**config.mk**
```make
export PLATFORM = sky130hd
export DESIGN_NAME = bias_ram_loader_flat
export DESIGN_NICKNAME = d
export VERILOG_FILES = /design/src/rtl/bias_pkg.sv /design/src/rtl/bias_ram_loader_if.sv /design/src/rtl/bias_ram_64x8.sv /design/src/rtl/bias_ram_loader.sv /design/src/flat_wrapper.sv
export SDC_FILE = /design/constraint.sdc
export NUM_CORES = 1
export LEC_CHECK = 0
export ABC_AREA = 1
export BUFFER_PORTS_ARGS = -buffer_cell sky130_fd_sc_hd__buf_2
export CORE_MARGIN = 10
export CORE_UTILIZATION = 34
export DETAILED_ROUTE_END_ITERATION = 12
export PLACE_DENSITY = 0.51
export SYNTH_ARGS = -nofsm -noshare
export SYNTH_HDL_FRONTEND = slang
export SYNTH_SLANG_ARGS = --single-unit
```
**constraint.sdc**
```tcl
create_clock -name clk -period 2.8 [get_ports clk]
set_input_delay 0.56 -clock clk [delete_from_list [all_inputs] [get_ports clk]]
set_output_delay 0.56 -clock clk [all_outputs]
set_load 0.01 [all_outputs]
```
**src/rtl/bias_pkg.sv**
```systemverilog
// Shared types and default geometry for the bias RAM loader.
package bias_pkg;
   localparam int DEPTH_DEF = 64;
   localparam int AW_DEF    = 6;
   localparam int DW_DEF    = 8;

   typedef enum logic [1:0] {IDLE, LOAD, CHECK, DONE} state_t;
endpackage

```
**src/rtl/bias_ram_loader_if.sv**
```systemverilog
// Upstream byte stream into the bias loader (valid/ready).
interface bias_if
   import bias_pkg::*;
#(
   parameter int DW = DW_DEF
);
   logic          s_valid;
   logic [DW-1:0] s_data;
   logic          s_ready;

   modport master (output s_valid, output s_data, input  s_ready);
   modport slave  (input  s_valid, input  s_data, output s_ready);
endinterface

```
**src/rtl/bias_ram_64x8.sv**
```systemverilog
// Bias storage: synchronous write port, combinational read port, no reset.
module bias_ram_64x8
   import bias_pkg::*;
#(
   parameter int DEPTH = DEPTH_DEF,
   parameter int AW    = AW_DEF,
   parameter int DW    = DW_DEF
) (
   input  logic          clk,
   input  logic          we,
   input  logic [AW-1:0] waddr,
   input  logic [DW-1:0] wdata,
   input  logic [AW-1:0] raddr,
   output logic [DW-1:0] rdata
);
   logic [DW-1:0] mem [DEPTH];

   always_ff @(posedge clk) begin
      if (we) mem[waddr] <= wdata;
   end

   assign rdata = mem[raddr];
endmodule

```
**src/rtl/bias_ram_loader.sv**
```systemverilog
// Loads DEPTH bias words from a byte stream, verifies a trailing modulo-2^DW
// checksum, and serves the image to the CNN engine through a combinational read port.
module bias_ram_loader
   import bias_pkg::*;
#(
   parameter int DEPTH = DEPTH_DEF,
   parameter int AW    = AW_DEF,
   parameter int DW    = DW_DEF
) (
   input  logic          clk,
   input  logic          rst_n,
   input  logic          start,
   bias_if.slave         s,
   input  logic [AW-1:0] rd_addr,
   output logic [DW-1:0] rd_data,
   output logic          busy,
   output logic          loaded,
   output logic          err
);
   localparam logic [AW-1:0] LAST = AW'(DEPTH - 1);

   state_t        state, nstate;
   logic [AW-1:0] addr;
   logic [DW-1:0] sum;
   logic          hs;
   logic          we;

   assign s.s_ready = (state == LOAD) || (state == CHECK);
   assign busy      = s.s_ready;
   assign hs        = s.s_valid && s.s_ready;
   // start wins over a coincident handshake: that byte is never written
   assign we        = (state == LOAD) && hs && !start;

   always_comb begin
      nstate = state;
      unique case (state)
         IDLE:    nstate = IDLE;
         LOAD:    if (hs && addr == LAST) nstate = CHECK;
         CHECK:   if (hs) nstate = DONE;
         DONE:    nstate = DONE;
         default: nstate = IDLE;
      endcase
      if (start) nstate = LOAD;
   end

   always_ff @(posedge clk or negedge rst_n) begin
      if (!rst_n) begin
         state  <= IDLE;
         addr   <= '0;
         sum    <= '0;
         loaded <= 1'b0;
         err    <= 1'b0;
      end else begin
         state <= nstate;
         if (start) begin
            addr   <= '0;
            sum    <= '0;
            loaded <= 1'b0;
            err    <= 1'b0;
         end else if (hs && state == LOAD) begin
            addr <= (addr == LAST) ? '0 : addr + 1'b1;
            sum  <= sum + s.s_data;
         end else if (hs && state == CHECK) begin
            loaded <= (s.s_data == sum);
            err    <= (s.s_data != sum);
         end
      end
   end

   bias_ram_64x8 #(.DEPTH(DEPTH), .AW(AW), .DW(DW)) u_ram (
      .clk   (clk),
      .we    (we),
      .waddr (addr),
      .wdata (s.s_data),
      .raddr (rd_addr),
      .rdata (rd_data)
   );
endmodule

```
**src/flat_wrapper.sv**
```systemverilog
// flat-port wrapper written by rule: the top's interface ports become plain ports
module bias_ram_loader_flat import bias_pkg::*;
#(
   parameter int DEPTH = DEPTH_DEF,
   parameter int AW    = AW_DEF,
   parameter int DW    = DW_DEF
)
  (clk, rst_n, start, rd_addr, rd_data, busy, loaded, err, s_s_valid, s_s_data, s_s_ready);
  bias_if #(.DW(DW)) s_i ();
  input  logic clk;
  input  logic rst_n;
  input  logic start;
  input  logic [AW-1:0] rd_addr;
  output logic [DW-1:0] rd_data;
  output logic busy;
  output logic loaded;
  output logic err;
  input wire logic [$bits(s_i.s_valid)-1:0] s_s_valid;
  input wire logic [$bits(s_i.s_data)-1:0] s_s_data;
  output wire logic [$bits(s_i.s_ready)-1:0] s_s_ready;
  assign s_i.s_valid = s_s_valid;
  assign s_i.s_data = s_s_data;
  assign s_s_ready = s_i.s_ready;
  bias_ram_loader #(.DEPTH(DEPTH), .AW(AW), .DW(DW)) u_core (.clk(clk), .rst_n(rst_n), .start(start), .s(s_i), .rd_addr(rd_addr), .rd_data(rd_data), .busy(busy), .loaded(loaded), .err(err));
endmodule
```
==> metrics.csv, run 1 <==
metric;value;unit
relative slew slack;42.4;%
Yosys cell types;37;
first-pass detailed-route iteration total;7;
die area;76200;um^2
crit path kind;in -> out;
final hold vios;0;
Max VDD drop;443;uV
most frequent cells in the layout;nand2_1, edfxtp_1, nand3_1;
DRC viols;0;
unrepaired setup endpoints after global routing;yes;
largest net degree at the start of global routing;65;
maxcap violations;0;
clock share of power;41.8;%
CTS tree;built;
Slew @ Worst Pin;0.864;ns
total track usage;15.7;%
startpoint types;input pin;
antenna violations before repair;3;
DR vias;15100;
Critical Path Fanout Max;29;
post-synthesis sequential area ratio;71.0;%
mean area per synthesized cell;11.4;um^2
synth top area cells;edfxtp_1, nand2_1, nand3_1;
setup violators final;0;
Root Driver;clkbuf_16;
final-report max-slew violation count;0;
Post-DP HPWL;39100;um
Synth Instances;1954;
Seq cells post-synth;530;
Synthesized Nets;1985;
CP endpoint kind;primary output;
Tmin final;2.73;ns
Synth area leader;edfxtp_1;
area of the mapped netlist;22300;um^2
area growth from synthesis to layout;17.5;%
quantity of I/O buffers inserted on ports;29;
min-delay worst type;in -> reg;
most common cell after layout, fill and taps aside;nand2_1;
worst hold slack;0.271;ns
worst path arrival time;2.17;ns
switching pwr;4.24;mW
YS warnings;0;
slowest library cell on the worst path;buf_12;
Clock Latency Late Sink;0.63;ns
Starting Density;34.5;%
Die H;276;um
Seq pwr share;49.3;%
clock-pin slew on the worst setup and hold paths;0.05;ns
Num CTS Buffers;56;
Routed WL;63100;um
Sw Ratio;23.7;%
fmax;366;MHz
leakage;9.67;nW
PD cells;682;nW/um^2
clk_skew;0.0269;ns
clk buf depth;3;
initial DRC count;1590;
vias per std cell;5.08;
CTS Sinks;530;
number of global-route vias before repair;14500;
P_int;13.6;mW
status;finished clean;
first-pass GRT wire length;93100;um
Req. time, crit path;2.24;ns
Final TNS setup;0;ns
worst path cell trace;buf_12 > buf_16 > buf_12 > nand2_1 > nand3_1 > nand3_1 > nand2_1 > nand2_1 > nand3_1 > nand3_1 > nand2_1 > buf_2;
Chip Width;276;um
Comb power frac;8.9;%
Tcrit/Tclk final;97.7;%
Wirelength per Cell;21.3;um
Crit path largest cell delay;0.18;ns
Routability Congestion;0.880;
# IOs;30;
Final ANT Viol Nets;0;
Core Region;64700;um^2
Final Util;40.5;%
layout net count;2095;
Site Rows;93;
GRT overflow;0;
layout cells sized above 1;12.1;%
share of the synthesized area in the top cell type;69.0;%
# H-tree levels;2;
==> worst paths after layout <==
kind | startpoint | to | slack [ns] | cells after the start
worst min-delay path | s_s_valid | u_core.loaded$_DFFE_PN0P_ | 0.27 | 3
min in group asynchronous | rst_n | u_core.state[0]$_DFFE_PN0P_ | 0.41 | 2
worst min register to register | u_core.sum[6]$_DFFE_PN0P_ | u_core.sum[6]$_DFFE_PN0P_ | 0.49 | 2
worst max-delay path | rd_addr[0] | rd_data[4] | 0.07 | 12
worst max register to register | u_core.state[0]$_DFFE_PN0P_ | u_core.u_ram.mem[0][3]$_DFFE_PP_ | 0.31 | 9
max in group asynchronous | rst_n | u_core.sum[5]$_DFFE_PN0P_ | 2.08 | 2
==> kinds of logic after synthesis <==
logic type,Yosys count,synth area share [%]
AND/OR/NAND/NOR,1222,23.3
adder cells (fa/ha/maj),13,0.763
XOR/XNOR,3,0.118
buffers and inverters,152,3.90
flip-flops,530,71.0
AO/OA/AOI/OAI,34,0.909
==> final cells by class <==
type / instances / area, um^2
Tap cell: 855 / 1070
Timing Repair Buffer: 165 / 1670
Antenna cell: 2 / 5.00
Clock inverter: 29 / 339
Sequential cell: 530 / 15800
Clock buffer: 74 / 1490
Fill cell: 6196 / 38500
Inverter: 39 / 175
Multi-Input combinational cell: 1272 / 5620
==> worst max-delay path: cells and delay by family <==
family | cells | cell delay, ns
buf+inv | 4 | 0.69
simple gates | 8 | 0.90
==> state kept, by name (all words and copies together), names as in the netlist <==
signal and cells:
u_core.state 2, u_core.sum 8, u_core.err 1, u_core.addr 6
u_core.u_ram.mem 512, u_core.loaded 1
==> power by group through the flow <==
| stage | Combinational [mW] | Sequential [mW] | Clock (mW) |
|---|---|---|---|
| 6_report | 1.59 | 8.80 | 7.47 |
| 5_1_grt | 1.75 | 8.81 | 7.92 |
| 4_1_cts | 1.54 | 8.80 | 7.61 |
| 3_5_place_dp | 1.53 | 8.97 | 0 |
| 3_3_place_gp | 1.52 | 8.96 | 0 |
| 2_1_floorplan | 0.894 | 8.96 | 0 |
==> cell usage after synthesis <==
master	instances
o21ai_0	13
inv_4	1
buf_4	33
nand2_1	689
nand4_1	3
xnor2_1	1
nor3_1	9
o31ai_2	1
nor2_8	1
nor2_2	1
o31ai_1	1
o22ai_1	1
nor2_1	72
and2_1	1
a21o_1	1
nand4_2	1
o32ai_1	2
buf_2	42
o21ai_1	1
clkinv_1	1
inv_1	34
inv_2	3
nor4_1	2
buf_6	16
a22o_1	1
edfxtp_1	512
nand3_1	442
o21bai_1	1
a31oi_1	4
dfrtp_1	18
ha_1	12
fa_1	1
a21oi_1	8
buf_1	17
nand2_2	1
clkbuf_1	5
xor2_1	2
==> metal layers <==
metal | share of wire, % | routed length [um] | track usage (%)
met1 | 44 | 28000 | 21.6
met2 | 46 | 28700 | 24.4
met3 | 7.1 | 4500 | 3.25
met4 | 3.0 | 1870 | 5.17
met5 | 0.033 | 21 | 0
==> metrics by stage <==
stage | power [mW] | area, um^2 | cells | setup slack (ns)
floorplan | 9.85 | 22300 | 1954 | 0.469
global placement | 10.5 | 24100 | 2852 | 0.00366
detailed placement | 10.5 | 24100 | 2852 | -0.00715
CTS | 17.9 | 25900 | 2956 | 0.0203
global route | 18.5 | 26200 | 2964 | 0.00240
finish | 17.9 | 26200 | 2966 | 0.0657
==> repair_timing <==
action                                  CTS  global route
hold endpoints to repair                 18             0
endpoints found under the setup margin    1             8
hold buffers                              1             0
gates cloned                              0             6
buffers inserted                          0             2
gates resized for setup                   1            22
(Power assumes the default switching activity.)
==> inputs of run 2 (changes only) <==
CORE_UTILIZATION = 63   (was 34)
PLACE_DENSITY = 0.83   (was 0.51)
==> metrics.csv, run 2 (synthesized netlist as in run 1, its figures left out) <==
metric;value;unit;change
Crit path largest cell delay;0.19;ns;about the same
failing checks;negative setup slack;;
worst path arrival time;2.25;ns;+0.08 ns
clock share of power;39.0;%;-2.8 points
worst hold slack;0.296;ns;+0.0250 ns
Max VDD drop;467;uV;+5.3%
crit path kind;in -> out;;
CP dominant cell by count;nand3_1;;
first-pass detailed-route iteration total;6;;-1
final worst slack;-0.00591;ns;-0.0716 ns
layout cells sized above 1;11.0;%;-1.1 points
Final ANT Viol Nets;0;;unchanged
Critical Path Fanout Max;25;;-14%
clock-pin slew on the worst setup and hold paths;0.06;ns;about the same
clk buf depth;3;;unchanged
Root Driver;clkbuf_16;;
GRT overflow;0;;unchanged
final hold vios;0;;unchanged
CP endpoint kind;primary output;;
most frequent cells in the layout;nand2_1, edfxtp_1, nand3_1;;
maxcap violations;0;;unchanged
number of global-route vias before repair;15700;;+7.9%
Slew @ Worst Pin;0.834;ns;-0.0294 ns
layout net count;2072;;-1.1%
Starting Density;64.2;%;+30 points
PD cells;674;nW/um^2;-1.1%
first-pass GRT wire length;89600;um;-3.8%
Largest regs;u_core.u_ram.mem (512), u_core.sum (8), u_core.addr (6);;
Clock Latency Late Sink;0.58;ns;-0.05 ns
clk_skew;0.0150;ns;-0.0119 ns
Seq pwr share;51.9;%;+2.6 points
worst path cell trace;buf_8 > clkinv_8 > buf_16 > buf_4 > nand2_1 > nand3_1 > nand3_1 > nand2_1 > nand2_1 > nand3_1 > nand3_1 > nand2_2 > buf_2;;
Req. time, crit path;2.24;ns;about the same
Core Region;34700;um^2;-46%
P_int;12.9;mW;-5.2%
Site Rows;68;;-27%
CTS Sinks;530;;unchanged
Wirelength per Cell;23.6;um;+11%
Final Util;72.4;%;+32 points
relative slew slack;44.4;%;+2.0 points
antenna violations before repair;2;;-1
min-delay worst type;in -> reg;;
Tmin final;2.81;ns;+0.0716 ns
leakage;9.40;nW;-2.8%
area growth from synthesis to layout;12.7;%;
fmax;356;MHz;-2.6%
Die H;208;um;-25%
final-report max-slew violation count;0;;unchanged
Sw Ratio;23.8;%;+0.029 points
largest net degree at the start of global routing;74;;+14%
status;finished, violations left;;
initial DRC count;2621;;+65%
Chip Width;208;um;-25%
startpoint types;input pin;;
Routability Congestion;0.944;;+7.2%
quantity of I/O buffers inserted on ports;29;;unchanged
CTS tree;built;;
DR vias;16100;;+6.7%
setup violators final;1;;+1
Comb power frac;9.1;%;+0.2 points
most common cell after layout, fill and taps aside;nand2_1;;
total track usage;26.3;%;+11 points
Routed WL;59800;um;-5.2%
Tcrit/Tclk final;100;%;+2.6 points
slowest library cell on the worst path;buf_16;;
vias per std cell;6.35;;+25%
switching pwr;4.03;mW;-5.0%
# H-tree levels;2;;unchanged
DRC viols;0;;unchanged
# IOs;30;;unchanged
Num CTS Buffers;51;;-8.9%
Post-DP HPWL;34000;um;-13%
Biggest register;u_core.u_ram.mem;;
max reg flops;512;;unchanged
die area;43300;um^2;-43%
==> run 2: cell types whose count changed in the layout (fill, tap and decap cells not counted), sizes merged <==
| cell | delta |
|---|---|
| bufinv | -4 |
| buf | -16 |
| inv | -1 |
| clkbuf | -13 |
| diode | -1 |
| bufbuf | +1 |
| clkinvlp | +3 |
==> run 2: power groups by stage <==
stage	clock (mW)	combinational (mW)	sequential (mW)
2_1_floorplan	0	0.894	8.96
3_3_place_gp	0	1.38	8.96
3_5_place_dp	0	1.44	8.97
4_1_cts	6.60	1.47	8.80
5_1_grt	6.91	1.66	8.80
6_report	6.60	1.54	8.80
==> run 2: what timing repair did <==
item | 4_1_cts | 5_1_grt
gates resized for setup | 1 | 12
setup endpoints to repair | 1 | 7
buffers inserted | 0 | 2
hold buffers | 1 | 0
endpoints found under the hold margin | 18 | 0
gates cloned | 1 | 3
==> run 2: per-stage QoR <==
stage	std cells	instance area, um^2	setup WS, ns	power, mW	setup TNS, ns
6_report	2535	25100	-0.00591	16.9	-0.00591
3_5_place_dp	2436	23400	0.0116	10.4	0
3_3_place_gp	2436	23400	0.0241	10.3	0
4_1_cts	2529	25000	0.0303	16.9	0
2_1_floorplan	1954	22300	0.469	9.85	0
5_1_grt	2535	25100	-0.00897	17.4	-0.0129
==> run 2: final timing paths <==
kind	end	slack, ns	startpoint	cells after the start
max	rd_data[0]	-0.006	rd_addr[0]	13
min reg2reg	u_core.sum[3]$_DFFE_PN0P_	0.49	u_core.sum[3]$_DFFE_PN0P_	2
max reg2reg	u_core.u_ram.mem[7][4]$_DFFE_PP_	0.19	u_core.state[0]$_DFFE_PN0P_	9
min	u_core.loaded$_DFFE_PN0P_	0.30	s_s_valid	3
min in group asynchronous	u_core.sum[1]$_DFFE_PN0P_	0.45	rst_n	2
max in group asynchronous	u_core.sum[4]$_DFFE_PN0P_	2.04	rst_n	2
==> run 2: final cells by class <==
| type | instances | area [um^2] |
|---|---|---|
| tap | 455 | 569 |
| multi-input combinational | 1272 | 5620 |
| inverter | 39 | 161 |
| antenna | 1 | 2.50 |
| sequential | 530 | 15800 |
| clock inverter | 27 | 205 |
| clock buffer | 64 | 1370 |
| fill | 2132 | 9590 |
| timing repair buffer | 147 | 1380 |
==> run 2: worst max-delay path: cells and delay by family <==
family | cells | cell delay [ns]
simple gates | 8 | 0.84
buf+inv | 5 | 0.81
==> run 2: metal layers <==
layer	part of all wire (%)	track usage, %
met1	35	33.1
met2	48	43.5
met3	13	5.78
met4	4.4	10.9
met5	0.022	0
==> inputs of run 3 (changes only) <==
BUFFER_PORTS_ARGS = default   (was -buffer_cell sky130_fd_sc_hd__buf_2)
DONT_BUFFER_PORTS = 1   (was default)
PLACE_DENSITY = 0.82   (was 0.83)
==> metrics.csv, run 3 (synthesized netlist as in run 1, its figures left out) <==
metric;value;unit;change
Layout fillers;2247;;+5.4%
CTS tree;built;;
FF-to-FF Start;u_core.state[0]$_DFFE_PN0P_;;
die area;43300;um^2;unchanged
final-report max-slew violation count;0;;unchanged
clk_skew;0.0149;ns;-0.000149 ns
maxcap violations;0;;unchanged
layout cells sized above 1;7.91;%;-3.1 points
Wirelength per Cell;22.8;um;-3.3%
Final TNS setup;0;ns;+0.00591 ns
post-route design area;24500;um^2;-2.5%
r2r worst-path depth;9;;unchanged
DR vias;15500;;-3.6%
min-delay worst type;in -> reg;;
Max VDD drop;623;uV;+34%
clock-pin slew on the worst setup and hold paths;0.06;ns;about the same
total track usage;25.0;%;-1.3 points
Tcrit/Tclk final;94.9;%;-5.3 points
Clock Latency Late Sink;0.57;ns;about the same
vias per std cell;6.30;;-0.79%
clk buf depth;3;;unchanged
most common cell after layout, fill and taps aside;nand2_1;;
Reg2Reg Setup Slack;0.21;ns;+0.02 ns
total power draw;16.9;mW;-0.54%
first-pass detailed-route iteration total;6;;unchanged
Tmin final;2.66;ns;-0.149 ns
status;finished clean;;
CP endpoint kind;primary output;;
most frequent cells in the layout;nand2_1, edfxtp_1, nand3_1;;
dpl cells;2375;;-2.5%
Slew @ Worst Pin;0.885;ns;+0.0510 ns
max reg flops;512;;unchanged
fmax;376;MHz;+5.6%
crit path kind;in -> out;;
final worst slack;0.143;ns;+0.149 ns
Sw Ratio;21.5;%;-2.3 points
hold path startpoint;start;;
number of global-route vias before repair;15000;;-4.3%
CP Launch Point;rd_addr[0];;
hold path cells;1;;-2
Final ANT Viol Nets;0;;unchanged
Site Rows;68;;unchanged
largest net degree at the start of global routing;258;;+250%
Root Driver;clkbuf_16;;
PD cells;688;nW/um^2;+2.0%
Seq pwr share;52.2;%;+0.3 points
initial DRC count;2442;;-6.8%
area growth from synthesis to layout;9.95;%;
r2r endpoint;u_core.u_ram.mem[7][1]$_DFFE_PP_;;
Core Region;34700;um^2;unchanged
P_int;13.2;mW;+2.5%
Chip Width;208;um;unchanged
Starting Density;64.2;%;unchanged
# H-tree levels;2;;unchanged
Routed WL;56200;um;-6.0%
first-pass GRT wire length;84900;um;-5.2%
unrepaired setup endpoints after global routing;no;;
leakage;9.03;nW;-3.8%
area of the multi-input gates;5600;um^2;-0.40%
Antenna Cells;0;;-1
quantity of I/O buffers inserted on ports;0;;-100%
dpl ws;0.210;ns;+0.198 ns
placed inst area;22800;um^2;-2.3%
CTS Sinks;530;;unchanged
worst path arrival time;2.10;ns;-0.15 ns
setup violators final;0;;-1
Largest regs;u_core.u_ram.mem (512), u_core.sum (8), u_core.addr (6);;
Biggest register;u_core.u_ram.mem;;
Routability Congestion;0.912;;-3.3%
Num CTS Buffers;50;;-2.0%
Comb power frac;6.6;%;-2.5 points
antenna violations before repair;0;;-2
layout net count;2004;;-3.3%
DRC viols;0;;unchanged
Post-DP HPWL;31300;um;-7.9%
Die H;208;um;unchanged
switching pwr;3.62;mW;-10%
Seq. cell area;15800;um^2;unchanged
# IOs;30;;unchanged
final hold vios;0;;unchanged
Hold EP;u_core.addr[4]$_DFFE_PN0P_;;
GRT overflow;0;;unchanged
Critical Path Fanout Max;257;;+930%
Finished Layout Cells;2464;;-2.8%
startpoint types;input pin;;
relative slew slack;40.8;%;-3.6 points
clock share of power;41.2;%;+2.2 points
Req. time, crit path;2.24;ns;about the same
==> run 3: changes by cell type in the layout (fill, tap and decap cells not counted), moves of 3 or more <==
cell       change
buf_12         -7
buf_16         -4
buf_2         -27
buf_4         -24
bufinv_16      +4
clkbuf_1       +3
clkbuf_16      -3
clkinv_1       -9
nand2_1        +3
nand2_2        -3
nand3_1        +3
nand3_2        -3
==> run 3: power groups by stage <==
stage | Combinational, mW | Clock (mW) | Sequential (mW)
2_1_floorplan | 0.894 | 0 | 8.96
3_3_place_gp | 1.03 | 0 | 8.96
3_5_place_dp | 1.06 | 0 | 8.96
4_1_cts | 1.08 | 6.98 | 8.80
5_1_grt | 1.22 | 7.31 | 8.80
6_report | 1.11 | 6.95 | 8.80
==> run 3: cell type report <==
class,instances,share of cell area (%)
Sequential cell,530,64.6
Multi-Input combinational cell,1272,22.8
Clock buffer,69,5.74
Timing Repair Buffer,80,2.82
Tap cell,455,2.32
Clock inverter,19,1.09
Inverter,39,0.628
==> run 3: stage by stage <==
stage	utilization, %	hold WS, ns
after floorplan	-	0.264
after global placement	65.8	0.265
after detailed placement	65.8	0.265
after CTS	70.6	0.0449
after global routing	70.6	0.0639
final	70.6	0.0613
==> run 3: worst max-delay path by stage <==
stage | endpoint | slack [ns] | cells past startpoint
2_1_floorplan | u_core.u_ram.mem[47][0]$_DFFE_PP_ | 0.47 | 8
3_5_place_dp | rd_data[0] | 0.21 | 10
3_3_place_gp | rd_data[1] | 0.25 | 10
4_1_cts | rd_data[0] | 0.18 | 10
6_report | rd_data[0] | 0.14 | 10
5_1_grt | u_core.u_ram.mem[6][7]$_DFFE_PP_ | 0.08 | 9
==> run 3: worst max-delay path, cell delays in order <==
cell and delay [ns]:
inv_6 0.09, buf_12 0.37, nand2_1 0.18, nand3_1 0.15, nand3_1 0.10, nand2_1 0.12
nand2_1 0.06, nand3_1 0.06, nand3_1 0.13, nand2_1 0.22
==> run 3: what timing repair did <==
action,4_1_cts,5_1_grt
setup buffers,0,0
hold buffers,1,0
resized for setup,0,0
hold endpoints to repair,18,0
==> run 3: metal layers <==
layer	routed length [um]	global-route usage (%)	share of wire, %
met4	1840	8.92	3.3
met5	0	0	0
met3	7010	5.50	12
met2	26500	40.2	47
met1	20800	33.1	37
